File: config.mk
export PLATFORM = sky130hd
export DESIGN_NAME = mem_stage_lsu
export DESIGN_NICKNAME = d
export VERILOG_FILES = /design/src/rtl/lsu_pkg.sv /design/src/rtl/lsu_lane_align.sv /design/src/rtl/mem_stage_lsu.sv
export SDC_FILE = /design/constraint.sdc
export NUM_CORES = 1
export LEC_CHECK = 0
export BUFFER_PORTS_ARGS = -buffer_cell sky130_fd_sc_hd__clkbuf_2
export CAP_MARGIN = 20
export CORE_UTILIZATION = 46
export CTS_CLUSTER_SIZE = 24
export DETAILED_ROUTE_END_ITERATION = 6
export PLACE_DENSITY_LB_ADDON = 0.12
export SLEW_MARGIN = 20
export SYNTH_ARGS = -nofsm -noshare
export SYNTH_HDL_FRONTEND = slang
export SYNTH_HIERARCHICAL = 1
export SYNTH_SLANG_ARGS = --single-unit
File: constraint.sdc
create_clock -name clk -period 2.12 [get_ports clk]
set_clock_uncertainty 0.2 [all_clocks]
set_input_delay 0.212 -clock clk [delete_from_list [all_inputs] [get_ports clk]]
set_output_delay 0.212 -clock clk [all_outputs]
set_load 0.005 [all_outputs]
File: src/rtl/lsu_pkg.sv
// Shared types and constants for the memory-stage load/store unit.
package lsu_pkg;

    localparam int unsigned DATA_W          = 32;
    localparam int unsigned WADDR_W         = 30;
    localparam int unsigned BE_W            = 4;
    localparam int unsigned REG_W           = 5;
    localparam int unsigned DEFAULT_TIMEOUT = 15;

    localparam logic [1:0] SZ_BYTE = 2'b00;
    localparam logic [1:0] SZ_HALF = 2'b01;
    localparam logic [1:0] SZ_WORD = 2'b10;

    typedef enum logic {
        IDLE   = 1'b0,
        ACCESS = 1'b1
    } lsu_state_e;

    // Request fields captured at acceptance and held for the whole access.
    typedef struct packed {
        logic               we;
        logic [WADDR_W-1:0] addr;
        logic [BE_W-1:0]    be;
        logic [DATA_W-1:0]  wdata;
        logic [1:0]         size;
        logic               uns;
        logic [REG_W-1:0]   rd;
        logic [1:0]         off;
        logic               m2r;
        logic               rw;
    } lsu_req_t;

endpackage

File: src/rtl/lsu_lane_align.sv
// Byte-lane steering: store byte enables/replication, misalign detection,
// and load lane extraction with sign/zero extension.
module lsu_lane_align
    import lsu_pkg::*;
(
    input  logic [1:0]        st_size_i,
    input  logic [1:0]        st_off_i,
    input  logic [DATA_W-1:0] st_wdata_i,
    input  logic [1:0]        ld_size_i,
    input  logic [1:0]        ld_off_i,
    input  logic              ld_unsigned_i,
    input  logic [DATA_W-1:0] ld_rdata_i,
    output logic [BE_W-1:0]   be_c,
    output logic [DATA_W-1:0] wdata_c,
    output logic              misalign_c,
    output logic [DATA_W-1:0] ld_data_c
);

    logic [7:0]  byte_lane;
    logic [15:0] half_lane;

    // Store side; size 2'b11 falls through to word behaviour.
    always_comb begin
        be_c       = '1;
        wdata_c    = st_wdata_i;
        misalign_c = (st_off_i != 2'b00);
        case (st_size_i)
            SZ_BYTE: begin
                be_c       = BE_W'(4'b0001 << st_off_i);
                wdata_c    = {4{st_wdata_i[7:0]}};
                misalign_c = 1'b0;
            end
            SZ_HALF: begin
                be_c       = st_off_i[1] ? 4'b1100 : 4'b0011;
                wdata_c    = {2{st_wdata_i[15:0]}};
                misalign_c = st_off_i[0];
            end
            default: ;
        endcase
    end

    // Load side uses the offset latched with the request.
    always_comb begin
        byte_lane = ld_rdata_i[{ld_off_i, 3'b000} +: 8];
        half_lane = ld_off_i[1] ? ld_rdata_i[31:16] : ld_rdata_i[15:0];
        ld_data_c = ld_rdata_i;
        case (ld_size_i)
            SZ_BYTE: ld_data_c = {{24{~ld_unsigned_i & byte_lane[7]}}, byte_lane};
            SZ_HALF: ld_data_c = {{16{~ld_unsigned_i & half_lane[15]}}, half_lane};
            default: ;
        endcase
    end

endmodule

File: src/rtl/mem_stage_lsu.sv
// Memory-stage LSU: issues one handshaked data-memory access at a time,
// builds the writeback record and stalls upstream while an access is open.
module mem_stage_lsu
    import lsu_pkg::*;
#(
    parameter int unsigned TIMEOUT = DEFAULT_TIMEOUT,
    parameter int unsigned CNT_W   = 4
) (
    input  logic                clk,
    input  logic                rst_n,
    input  logic                ex_valid,
    input  logic                ex_mem_read,
    input  logic                ex_mem_write,
    input  logic                ex_mem_to_reg,
    input  logic                ex_lui,
    input  logic [1:0]          ex_size,
    input  logic                ex_unsigned,
    input  logic [DATA_W-1:0]   ex_addr,
    input  logic [DATA_W-1:0]   ex_wdata,
    input  logic [DATA_W-1:0]   ex_lui_field,
    input  logic [REG_W-1:0]    ex_rd,
    input  logic                ex_reg_write,
    output logic                stall,
    output logic                mem_req,
    output logic                mem_we,
    output logic [WADDR_W-1:0]  mem_addr,
    output logic [BE_W-1:0]     mem_be,
    output logic [DATA_W-1:0]   mem_wdata,
    input  logic                mem_ack,
    input  logic [DATA_W-1:0]   mem_rdata,
    output logic                wb_valid,
    output logic [REG_W-1:0]    wb_rd,
    output logic                wb_reg_write,
    output logic [DATA_W-1:0]   wb_data,
    output logic                exc_misalign,
    output logic                exc_timeout
);

    lsu_state_e        state_q, state_d;
    logic [CNT_W-1:0]  cnt_q, cnt_d;
    lsu_req_t          req_q, req_d;
    logic              wb_valid_q, wb_valid_d;
    logic [REG_W-1:0]  wb_rd_q, wb_rd_d;
    logic              wb_rw_q, wb_rw_d;
    logic [DATA_W-1:0] wb_data_q, wb_data_d;
    logic              misalign_q, misalign_d;
    logic              timeout_q, timeout_d;

    logic [BE_W-1:0]   be_c;
    logic [DATA_W-1:0] wdata_c;
    logic              misalign_c;
    logic [DATA_W-1:0] ld_data_c;
    logic              is_mem_c;

    lsu_lane_align u_align (
        .st_size_i     (ex_size),
        .st_off_i      (ex_addr[1:0]),
        .st_wdata_i    (ex_wdata),
        .ld_size_i     (req_q.size),
        .ld_off_i      (req_q.off),
        .ld_unsigned_i (req_q.uns),
        .ld_rdata_i    (mem_rdata),
        .be_c          (be_c),
        .wdata_c       (wdata_c),
        .misalign_c    (misalign_c),
        .ld_data_c     (ld_data_c)
    );

    assign is_mem_c = ex_mem_write | ex_mem_read;

    always_ff @(posedge clk or negedge rst_n) begin
        if (!rst_n) begin
            state_q    <= IDLE;
            cnt_q      <= '0;
            req_q      <= '0;
            wb_valid_q <= 1'b0;
            wb_rd_q    <= '0;
            wb_rw_q    <= 1'b0;
            wb_data_q  <= '0;
            misalign_q <= 1'b0;
            timeout_q  <= 1'b0;
        end else begin
            state_q    <= state_d;
            cnt_q      <= cnt_d;
            req_q      <= req_d;
            wb_valid_q <= wb_valid_d;
            wb_rd_q    <= wb_rd_d;
            wb_rw_q    <= wb_rw_d;
            wb_data_q  <= wb_data_d;
            misalign_q <= misalign_d;
            timeout_q  <= timeout_d;
        end
    end

    always_comb begin
        state_d    = state_q;
        cnt_d      = cnt_q;
        req_d      = req_q;
        wb_valid_d = 1'b0;
        wb_rd_d    = wb_rd_q;
        wb_rw_d    = 1'b0;
        wb_data_d  = wb_data_q;
        misalign_d = 1'b0;
        timeout_d  = 1'b0;
        case (state_q)
            IDLE: begin
                if (ex_valid) begin
                    wb_rd_d = ex_rd;
                    if (!is_mem_c) begin
                        wb_valid_d = 1'b1;
                        wb_rw_d    = ex_reg_write;
                        wb_data_d  = ex_lui ? ex_lui_field : ex_addr;
                    end else if (misalign_c) begin
                        wb_valid_d = 1'b1;
                        wb_data_d  = ex_addr;
                        misalign_d = 1'b1;
                    end else begin
                        req_d.we    = ex_mem_write;
                        req_d.addr  = ex_addr[31:2];
                        req_d.be    = be_c;
                        req_d.wdata = wdata_c;
                        req_d.size  = ex_size;
                        req_d.uns   = ex_unsigned;
                        req_d.rd    = ex_rd;
                        req_d.off   = ex_addr[1:0];
                        req_d.m2r   = ex_mem_to_reg;
                        req_d.rw    = ex_reg_write;
                        cnt_d       = '0;
                        state_d     = ACCESS;
                    end
                end
            end
            ACCESS: begin
                // An ack in the final allowed cycle beats the timeout.
                if (mem_ack) begin
                    wb_valid_d = 1'b1;
                    wb_rd_d    = req_q.rd;
                    wb_rw_d    = ~req_q.we & req_q.rw;
                    wb_data_d  = (~req_q.we & req_q.m2r) ? ld_data_c : {req_q.addr, req_q.off};
                    cnt_d      = '0;
                    state_d    = IDLE;
                end else if (cnt_q == CNT_W'(TIMEOUT - 1)) begin
                    wb_valid_d = 1'b1;
                    wb_rd_d    = req_q.rd;
                    wb_data_d  = {req_q.addr, req_q.off};
                    timeout_d  = 1'b1;
                    cnt_d      = '0;
                    state_d    = IDLE;
                end else begin
                    cnt_d = cnt_q + CNT_W'(1);
                end
            end
            default: state_d = IDLE;
        endcase
    end

    assign stall        = (state_q == ACCESS);
    assign mem_req      = (state_q == ACCESS);
    assign mem_we       = req_q.we;
    assign mem_addr     = req_q.addr;
    assign mem_be       = req_q.be;
    assign mem_wdata    = req_q.wdata;
    assign wb_valid     = wb_valid_q;
    assign wb_rd        = wb_rd_q;
    assign wb_reg_write = wb_rw_q;
    assign wb_data      = wb_data_q;
    assign exc_misalign = misalign_q;
    assign exc_timeout  = timeout_q;

endmodule

* After elaboration in Yosys (flattened, before gate mapping) *
Index checks and enable logic that the tools add are counted.
Widths: inputs -> output; s select.

word-level totals
  logic and storage cells = 90
  output and inout port bits = 110
  bits in registers = 125

cells by class
  shift-type cells = 2
  $add $sub $neg = 1
  bitwise logic cells = 9
  reductions and logical operators = 7
  eq/ne operators = 8
  muxes and demuxes = 45

operators with widths
  cell                 count
  $mux 32              7
  $pmux 32 s2          3
  $shiftx 32x6->8      1
  $mux 4               6
  $mux 1               18
  $mux 16              1
  $pmux 4 s2           2
  $mux 5               3
  $pmux 5 s2           1
  $pmux 1 s2           4
  $ne 2x2->1 const B   3
  $reduce_and 3->1     2
  $add 4x1->4 const B  1
  $and 1x1->1          4
  $eq 2x1->1 const B   2
  $eq 4x4->1 const B   1
  $logic_not 2->1      2
  $not 1->1            4
  $reduce_and 4->1     1
  $shl 1x2->4 const A  1
  $ne 3x2->1 const B   1
  $ne 3x3->1 const B   1
  $reduce_and 2->1     1
  $reduce_bool 2->1    1
  $or 1x1->1           1

* Longest topological paths before layout *
Gate-level depths: netlist of run 1.

  word-level depth = 6
  gate-level depth with buffers = 9

* Hierarchy *
Netlist of run 1, hierarchy kept.

modules (own cells, without submodules)
  module          times used  cells each  area an instance (µm²)
  mem_stage_lsu   1           553         6476.2
  lsu_lane_align  1           179         1132.3

* Worst setup path before layout of run 1 *
OpenSTA, ideal clock, no wires.

  path kind = flip-flop to flip-flop
  start point = register req_q[3] in the netlist's numbering
  end point = register wb_data_q[27], in the netlist wb_data[27]
  cell stages (with the launch flop) = 8
  path buffers = 0
  clock period less this slack = 2.035 ns
  path slack = 0.085 ns
  data required time = 1.795 ns
  data arrival time = 1.710 ns
  cells stage by stage = dfrtp_1 > mux2_2 > a22o_1 > o22ai_4 > a21oi_1 > nand2_1 > a32oi_1 > mux2_4

between the ends
  word-level cells in the longest chain between the ends = 6
  elaborated cells on any way between the ends = 8
  those cells by class = shift (1); mux (5); bitwise (2)

RTL lines
  what                                        line                                        RTL
  from (decl)                                 mem_stage_lsu.sv:41                         lsu_req_t req_q, req_d;
  from (signal assigned)                      mem_stage_lsu.sv:85                         req_q <= req_d;
  $shiftx 32x6->8 or $mux 16 (tied branches)  lsu_lane_align.sv:44, lsu_lane_align.sv:45
  $and 1x1->1, on equally long branches       lsu_lane_align.sv:48, lsu_lane_align.sv:49
  $pmux 32 s2 *                               lsu_lane_align.sv:47                        case (ld_size_i)
  named net ld_data_c[27]                     mem_stage_lsu.sv:52                         logic [DATA_W-1:0] ld_data_c;
  $mux 32 *                                   mem_stage_lsu.sv:139                        wb_data_d = (~req_q.we & req_q.m2r) ? ld_data_c : {req_q.addr, req_q.off};
  $mux 32 *                                   mem_stage_lsu.sv:135                        if (mem_ack) begin
  $pmux 32 s2 *                               mem_stage_lsu.sv:105                        case (state_q)
  to (signal assigned)                        mem_stage_lsu.sv:89                         wb_data_q <= wb_data_d;
  to (decl)                                   mem_stage_lsu.sv:45                         logic [DATA_W-1:0] wb_data_q, wb_data_d;

Mark *: on every way through the listed nets, which the timed path passes. The rest lies on a longest branch.
A chain may end at the register's enable or synchronous reset.

* Worst setup path after layout of run 1 *
Same ends and word-level chain as after synthesis.

==> results.cfg, run 1 <==
[run_status]
status = finished clean

[synth]
synth_edf_count = 0
synth_cells = 732
synth_top_area_share_pct = 41.1
yosys-top-cells-count = dfrtp_1, nand2_1, mux2_1, buf_4, a21oi_1
ys_seq_area_share_pct = 41.1
yosysWarnings = 6
yosysTopAreaCell = dfrtp_1
synth_flop_cell = dfrtp_1
async_flop_share_pct = 100
synth_nets = 879
ys_seq_elements = 125
syn_area_mm2 = 0.00761
yosysMostFrequentCell = dfrtp_1
synth_cell_types = 50
ys_top_cells_by_area = dfrtp_1, mux2_1, buf_4
syn_avg_cell_area_um2 = 10.4

[critical_path]
slowest_delay_ps = 440
crit_path_start_kind = flop
critPathCaptureType = flop
critPathSlowestCell = dfrtp_2
critical_path_class = reg2reg
path_cells = mux2_4, a22o_4, o22ai_4, a21oi_1, nand2_1, a32oi_1, mux2_4
crit_top_cell = mux2_4
crit_family = compound AO/OA/AOI/OAI gates
cp_num_buf_inv = 0
worstPathRequired_ps = 2220
path_max_fanout = 5
crit_arrival_ps = 2200

[global_route]
grt_pass1_vias = 6642
grt.total_usage_pct = 25.9
grt_antenna_before_repair = 0
met1_usage_pct = 30.9
grt_max_degree = 45
busiest_layer = met2
grt_pass1_wl_mm = 33.8
use_met3_pct = 6.11
use_met2_pct = 44.8
grt_overflow = 0

[clock_tree]
clk_latency_ps = 410
cts_tree = done
numCtsBuffers = 17
clk_pin_slew_ps = 60
clock_path_buffers = 2
htree_levels = 4
cts-root-buf = clkbuf_16
cts.sinks = 125

[timing]
worstMarginPinSlew_ps = 641
slew_headroom_pct = 57.3
rsz0062_at_grt = true
holdWs_ps = 63.0
drv_slew = 0
min_period_over_period_pct = 98.9
fin_ws_ps = 22.7
finalSetupTns_ps = 0
fin_crit_ps = 2100
setup_viol = 0
fmax_mhz = 477
hold_viol = 0

[hold_path]
hold_path.class = in2reg

[placed_design]
gp_congestion = 0.881
placed_area_mm2 = 0.00859
port_buffers = 254
pre_cts_ws_ps = -99.1
dpl.hpwl_mm = 15.3

[floorplan]
initial_core_util_pct = 47.6
die_width_um = 131
dieArea_mm2 = 0.0171
core-area_mm2 = 0.0160
ios = 255
rows = 46
dieHeight_um = 131

[pwr]
power_density_mw_per_mm2 = 996
ir_drop_mv = 0.604
leakage_uw = 0.00487

[route]
vias = 6434
viasPerCell = 5.28
drt_first_pass_iters = 6
routed_wl_mm = 21.8
remaining_drc_errors = 0
drt_iter0_drc = 329
ant_nets = 0
wire_per_inst_um = 17.9

[final_layout]
layout-drive-gt1-share_pct = 39.1
n_antenna_cell = 0
fin_area_mm2 = 0.0101
fin_nets = 1138
fin_util_pct = 62.9
fill_cells = 1380
area_growth_pct = 32.2

[job]
cap_viol_max_count = 0
## area by class of cell
cell class | count | area [µm²] | share of cell area, %
inverter | 16 | 60.1 | 0.597
clock buffer | 23 | 468 | 4.65
multi-input combinational | 468 | 3590 | 35.7
clock inverter | 7 | 138 | 1.37
tap | 216 | 270 | 2.69
timing repair buffer | 363 | 2400 | 23.9
sequential | 125 | 3130 | 31.1
## power breakdown
| part | total (µW) | switching, µW | leakage [µW] | internal (µW) |
|---|---|---|---|---|
| combinational | 3360 | 1550 | 0.00310 | 1820 |
| sequential | 3600 | 507 | 0.00148 | 3100 |
| clock | 3050 | 1040 | 0.000293 | 2010 |
## worst paths after layout
kind                                     startpoint                       end  slack [ps]  cells after the start
setup / recovery               req_q[3]$_DFFE_PN0P_   wb_data[27]$_DFFE_PN0P_          20                      7
hold / removal                     ex_lui_field[17]   wb_data[17]$_DFFE_PN0P_          60                      4
setup reg to reg               req_q[3]$_DFFE_PN0P_   wb_data[27]$_DFFE_PN0P_          20                      7
hold reg to reg            mem_wdata[3]$_DFFE_PN0P_  mem_wdata[3]$_DFFE_PN0P_         290                      1
max in group asynchronous                     rst_n     req_q[10]$_DFFE_PN0P_         860                      3
min in group asynchronous                     rst_n  mem_addr[19]$_DFFE_PN0P_         150                      2
## cell usage in the layout, fill, tap and decap left out, types with 5 or more instances in the layout
cell and n:
a21oi_1 67, nor2_1 13, clkbuf_16 17, mux2_2 25, mux2i_1 9, a211o_1 5, buf_4 22, dfrtp_1 121
mux2_4 32, clkbuf_2 253, a32oi_1 32, o21ai_1 5, mux2_1 79, o21ai_0 15, inv_1 15, nor2b_1 15
dlygate4sd3_1 78, buf_12 9, a22oi_1 7, nand2_1 118
## metal layers
metal,up-vias,wire (µm)
met5,-,0
met4,0,447
met3,30,1450
met2,251,10900
met1,3138,9000
li1,3015,-
## worst reg2reg max path, stage by stage (launching register included)
cell	delay, ps
dfrtp_2	440
mux2_4	330
a22o_4	270
o22ai_4	200
a21oi_1	70
nand2_1	90
a32oi_1	100
mux2_4	280
## kinds of logic after synthesis
logic type,share of synthesized area (%)
AO/OA/AOI/OAI,13.2
adder cells (fa/ha/maj),0.329
buffers and inverters,12.8
flip-flops,41.1
multiplexers,22.8
AND/OR/NAND/NOR,9.78
## stage by stage
step	std cells	power, µW
2_1_floorplan	732	5880
4_1_cts	1217	10000
3_5_place_dp	1108	6780
6_report	1218	10000
3_3_place_gp	1108	6690
5_1_grt	1218	10600
## repair_timing
item                                    in CTS  in global routing
gates resized for setup                      5                 11
pin swaps                                    1                  4
hold buffers                                78                  0
endpoints found under the setup margin      24                 31
cloned                                       1                  0
endpoints found under the hold margin      122                  0
setup buffers                                0                  1
## flip-flops by register name, indices dropped and copies added (netlist names)
name and flops:
mem_wdata 32, wb_data 32, mem_addr 30, req_q 12, wb_rd 5, cnt_q 4
mem_be 4, exc_misalign 1, exc_timeout 1, mem_req 1, mem_we 1, wb_reg_write 1
wb_valid 1
No activity file was read; power rests on OpenSTA's default activity.
==> run 2, diff against run 1 <==
CORE_MARGIN = 5   (was unset)
==> run 2 against run 1 <==
Compared with the run above: the flow now finishes with violations (setup timing); die area grew 13%; non-clock buffer count is the same; clock power shrank 7.5%; largest cell class unchanged; largest power group unchanged.
==> results.cfg, run 2 (same netlist as run 1, synthesis figures left out) <==
[timing]
slew_headroom_pct = 65.5
finalSetupTns_ps = -45.4
worstMarginPinSlew_ps = 517
holdWs_ps = 15.7
setup_viol = 3
rsz0062_at_grt = true
fin_ws_ps = -35.7
hold_viol = 0
drv_slew = 0
fmax_mhz = 464
fin_crit_ps = 2160
min_period_over_period_pct = 102

[critical_path]
critPathCaptureType = flop
crit_arrival_ps = 2250
crit_family = compound AO/OA/AOI/OAI gates
r2r_setup_slack_ps = -40
worstReg2RegStart = req_q[3]$_DFFE_PN0P_
path_cells = mux2_4, a22o_4, buf_6, a221o_1, nand2_1, a32oi_1, mux2_4
crit_top_cell = mux2_4
critPathSlowestCell = dfrtp_2
slowest_delay_ps = 430
critical_path_class = reg2reg
worstPathRequired_ps = 2210
crit_path_start_kind = flop
reg2reg_to = wb_data[7]$_DFFE_PN0P_
cp_num_buf_inv = 1
reg2regPathDepth = 7
path_max_fanout = 4

[clock_tree]
cts_tree = done
cts.sinks = 125
cts-root-buf = clkbuf_16
clock_path_buffers = 2
numCtsBuffers = 17
htree_levels = 4
clk_latency_ps = 420
clk_pin_slew_ps = 50

[global_route]
grt_pass1_wl_mm = 37.2
grt_pass1_vias = 7010
grt_antenna_before_repair = 1
grt.total_usage_pct = 24.0
grt_max_degree = 75
grt_overflow = 0

[pwr]
p_comb_share_pct = 34.8
ir_drop_mv = 0.564
power_density_mw_per_mm2 = 981
swShare_pct = 31.9
clock_power_share_pct = 28.6
leakage_uw = 0.00485
cell_internal_pwr_uw = 6720
power.switching_uw = 3150
sequentialPowerShare_pct = 36.6

[run_status]
status = complete, but fails checks
violations = setup timing

[floorplan]
die_width_um = 139
dieArea_mm2 = 0.0192
ios = 255
rows = 47
dieHeight_um = 139
initial_core_util_pct = 46.4
core-area_mm2 = 0.0164

[final_layout]
final_cell_mix = clkbuf_2, dfrtp_1, nand2_1
fin_area_mm2 = 0.0101
multi_input_area_mm2 = 0.00360
fin_nets = 1138
final-seq-area_mm2 = 0.00313
area_growth_pct = 32.1
layout-drive-gt1-share_pct = 39.5
n_antenna_cell = 0
final_common_cell = clkbuf_2
fill_cells = 1352

[route]
drt_first_pass_iters = 5
remaining_drc_errors = 0
ant_nets = 0
wire_per_inst_um = 19.1
vias = 6527
routed_wl_mm = 23.4
viasPerCell = 5.35
drt_iter0_drc = 319

[placed_design]
dpl.hpwl_mm = 16.5
placed_area_mm2 = 0.00862
gp_congestion = 0.859
pre_cts_ws_ps = -178
port_buffers = 254

[hold_path]
hold_start = ex_addr[1]
hold_path.class = in2reg
hold_end = req_q[3]$_DFFE_PN0P_
hold_depth = 3

[job]
cap_viol_max_count = 0
-- run 2: cell types whose count changed in the layout (fill, tap and decap cells not counted), sizes merged --
cell,previous run,this run
clkinv,2,3
clkbuf,276,275
clkinvlp,1,2
bufinv,4,2
buf,32,33
dlygate4sd3,78,77
-- run 2: timing repair --
item                       CTS  global route
gates cloned                 1             0
resized for setup            6            11
hold buffers                77             0
pin swaps                    3             1
setup endpoints to repair   24            31
hold endpoints to repair   203             0
setup buffers                1             0
-- run 2: layout make-up --
cell class | count | share of cell area, %
clock buffers | 22 | 4.72
clock inverters | 7 | 0.896
inverters | 16 | 0.597
multi-input cells | 468 | 35.9
flip-flops and latches | 125 | 31.2
well taps | 220 | 2.74
repair buffers | 363 | 24.0
-- run 2: worst reg2reg max path: stages (launching register included) --
cell	delay [ps]
dfrtp_2	430
mux2_4	310
a22o_4	290
buf_6	120
a221o_1	250
nand2_1	70
a32oi_1	90
mux2_4	280
-- run 2: worst max path at each step --
| stage | start | endpoint | slack (ps) | depth (start not counted) |
|---|---|---|---|---|
| floorplan | req_q[3]$_DFFE_PN0P_ | wb_data[27]$_DFFE_PN0P_ | 80 | 7 |
| global route | req_q[3]$_DFFE_PN0P_ | wb_data[7]$_DFFE_PN0P_ | -80 | 7 |
| detailed placement | req_q[2]$_DFFE_PN0P_ | wb_data[10]$_DFFE_PN0P_ | -180 | 7 |
| global placement | req_q[2]$_DFFE_PN0P_ | wb_data[8]$_DFFE_PN0P_ | -130 | 7 |
| CTS | req_q[3]$_DFFE_PN0P_ | wb_data[6]$_DFFE_PN0P_ | -30 | 7 |
| finish | req_q[3]$_DFFE_PN0P_ | wb_data[7]$_DFFE_PN0P_ | -40 | 7 |
-- run 2: power by group through the flow --
stage | clock (µW) | sequential [µW] | combinational, µW
3_5_place_dp | 0 | 3620 | 3220
4_1_cts | 2870 | 3590 | 3410
3_3_place_gp | 0 | 3580 | 3170
6_report | 2820 | 3610 | 3440
2_1_floorplan | 0 | 3490 | 2390
5_1_grt | 2990 | 3700 | 3750
-- run 2: metrics by stage --
step                std cells  utilization, %  power (µW)
finish                   1221            61.3        9870
global placement         1113            52.5        6750
global route             1221            61.3       10400
CTS                      1221            61.0        9870
floorplan                 732               -        5880
detailed placement       1113            52.5        6850
-- run 2: metal layers --
metal	routed length, µm	global-route usage [%]	part of all wire (%)	vias up
li1	-	-	-	3019
met1	9400	28.9	40	3192
met2	11800	41.0	50	276
met3	1680	6.86	7.2	38
met4	506	8.81	2.2	2
met5	7	0	0.030	-
==> run 3, diff against run 2 <==
CORE_UTILIZATION = 51   (was 46)
clock period = 2.4 ns   (was 2.12 ns; I/O delays follow)
==> run 3 against run 2 <==
Compared with the run above: the flow now finishes without violations; final area down 1.3%; die area fell by 9.1%; combinational power fell by 16%; sequential share of layout area increased by 0.39 points; worst hold slack improved by 54 ps.
==> results.cfg, run 3 (same netlist as run 1, synthesis figures left out) <==
[final_layout]
final_common_cell = clkbuf_2
layout-drive-gt1-share_pct = 38.5
fin_cells = 1177
fin_nets = 1126
fin_area_mm2 = 0.00992
fill_cells = 1124
area_growth_pct = 30.4
final_cell_mix = clkbuf_2, dfrtp_1, nand2_1

[critical_path]
worstReg2RegStart = req_q[3]$_DFFE_PN0P_
path_max_fanout = 33
crit_arrival_ps = 2310
critPathCaptureType = flop
crit_path_start_kind = input port
r2r_setup_slack_ps = 200
reg2reg_to = wb_data[27]$_DFFE_PN0P_
worstPathRequired_ps = 2500
reg2regPathDepth = 7
critical_path_class = in2reg

[hold_path]
hold_depth = 3
hold_end = exc_timeout$_DFF_PN0_
hold_start = mem_ack
hold_path.class = in2reg

[route]
routed_wl_mm = 23.1
wire_per_inst_um = 19.6
ant_nets = 0
viasPerCell = 5.53
remaining_drc_errors = 0
drt_iter0_drc = 375
drt_first_pass_iters = 5
vias = 6508

[clock_tree]
htree_levels = 4
cts-root-buf = clkbuf_16
cts.sinks = 125
numCtsBuffers = 17
clock_path_buffers = 2
clk_pin_slew_ps = 50
cts_tree = done
clk_latency_ps = 420

[timing]
hold_viol = 0
worstMarginPinSlew_ps = 504
slew_headroom_pct = 66.3
finalSetupTns_ps = 0
fin_crit_ps = 2210
drv_slew = 0
min_period_over_period_pct = 92.1
fin_ws_ps = 189
fmax_mhz = 452
setup_viol = 0
rsz0062_at_grt = false

[placed_design]
dpl.hpwl_mm = 16.1
port_buffers = 254
placed_area_mm2 = 0.00847
pre_cts_ws_ps = 77.2
gp_congestion = 0.886
place_inst = 1069

[job]
cap_viol_max_count = 0

[global_route]
grt_pass1_vias = 6971
grt_max_degree = 65
grt_antenna_before_repair = 1
grt_pass1_wl_mm = 37.4
grt_overflow = 0
grt.total_usage_pct = 26.4

[floorplan]
dieHeight_um = 132
dieArea_mm2 = 0.0175
rows = 44
initial_core_util_pct = 52.2
ios = 255
core-area_mm2 = 0.0146
die_width_um = 132

[pwr]
leakage_uw = 0.00483
ir_drop_mv = 0.563
power_density_mw_per_mm2 = 914

[run_status]
status = finished clean
run 3: changes by cell type in the layout (fill, tap and decap cells not counted), sizes merged:
cell / previous run / this run
bufinv: 2 / 6
o22ai: 3 / 2
clkbuf: 275 / 274
dlygate4sd3: 77 / 75
clkinv: 3 / 4
buf: 33 / 24
diode: 0 / 1
clkinvlp: 2 / 1
run 3: power by group:
group	switching [µW]	internal, µW
sequential	464	2730
clock	943	2030
combinational	1370	1520
total	2780	6280
run 3: metrics by stage:
step           hold WS, ps  utilization (%)  power [µW]
5_1_grt               77.3             68.0        9540
3_3_place_gp         -22.9             58.1        5910
4_1_cts               37.5             67.9        9100
3_5_place_dp         -20.1             58.1        6010
6_report              69.9             68.0        9060
2_1_floorplan         -256                -        5190
run 3: worst max path at each step:
stage,startpoint,to,slack [ps],cells after the start
2_1_floorplan,req_q[3]$_DFFE_PN0P_,wb_data[27]$_DFFE_PN0P_,360,7
3_3_place_gp,req_q[2]$_DFFE_PN0P_,wb_data[14]$_DFFE_PN0P_,160,7
3_5_place_dp,req_q[2]$_DFFE_PN0P_,wb_data[15]$_DFFE_PN0P_,80,7
4_1_cts,req_q[2]$_DFFE_PN0P_,wb_data[15]$_DFFE_PN0P_,60,7
5_1_grt,req_q[3]$_DFFE_PN0P_,wb_data[30]$_DFFE_PN0P_,70,7
6_report,ex_addr[0],wb_data[0]$_DFFE_PN0P_,190,8
run 3: cell type report:
| cell class | count | area [µm²] | area share (%) |
|---|---|---|---|
| inverters | 16 | 60.1 | 0.605 |
| diodes | 1 | 2.50 | 0.0252 |
| clock inverters | 11 | 211 | 2.13 |
| repair buffers | 352 | 2280 | 23.0 |
| clock buffers | 21 | 470 | 4.74 |
| flip-flops and latches | 125 | 3130 | 31.5 |
| multi-input cells | 467 | 3530 | 35.6 |
| well taps | 184 | 230 | 2.32 |
run 3: worst max-delay path, cell delays in order:
cell,delay [ps]
dlygate4sd3_1,540
clkbuf_2,170
a21oi_1,80
nor2_1,220
o21ai_1,170
a21oi_4,190
buf_12,290
mux2_2,370
run 3: what timing repair did:
item / in CTS / in global routing
resized for setup: 0 / 3
buffers inserted: 0 / 0
hold buffers: 75 / 0
endpoints found under the hold margin: 201 / 0
endpoints found under the setup margin: 0 / 9
run 3: per-layer routing:
layer	wire length (µm)	up-vias	track usage, %
met3	1920	34	8.63
met4	377	0	7.03
met2	11500	271	44.1
li1	-	2989	-
met1	9330	3214	32.9
met5	0	-	0
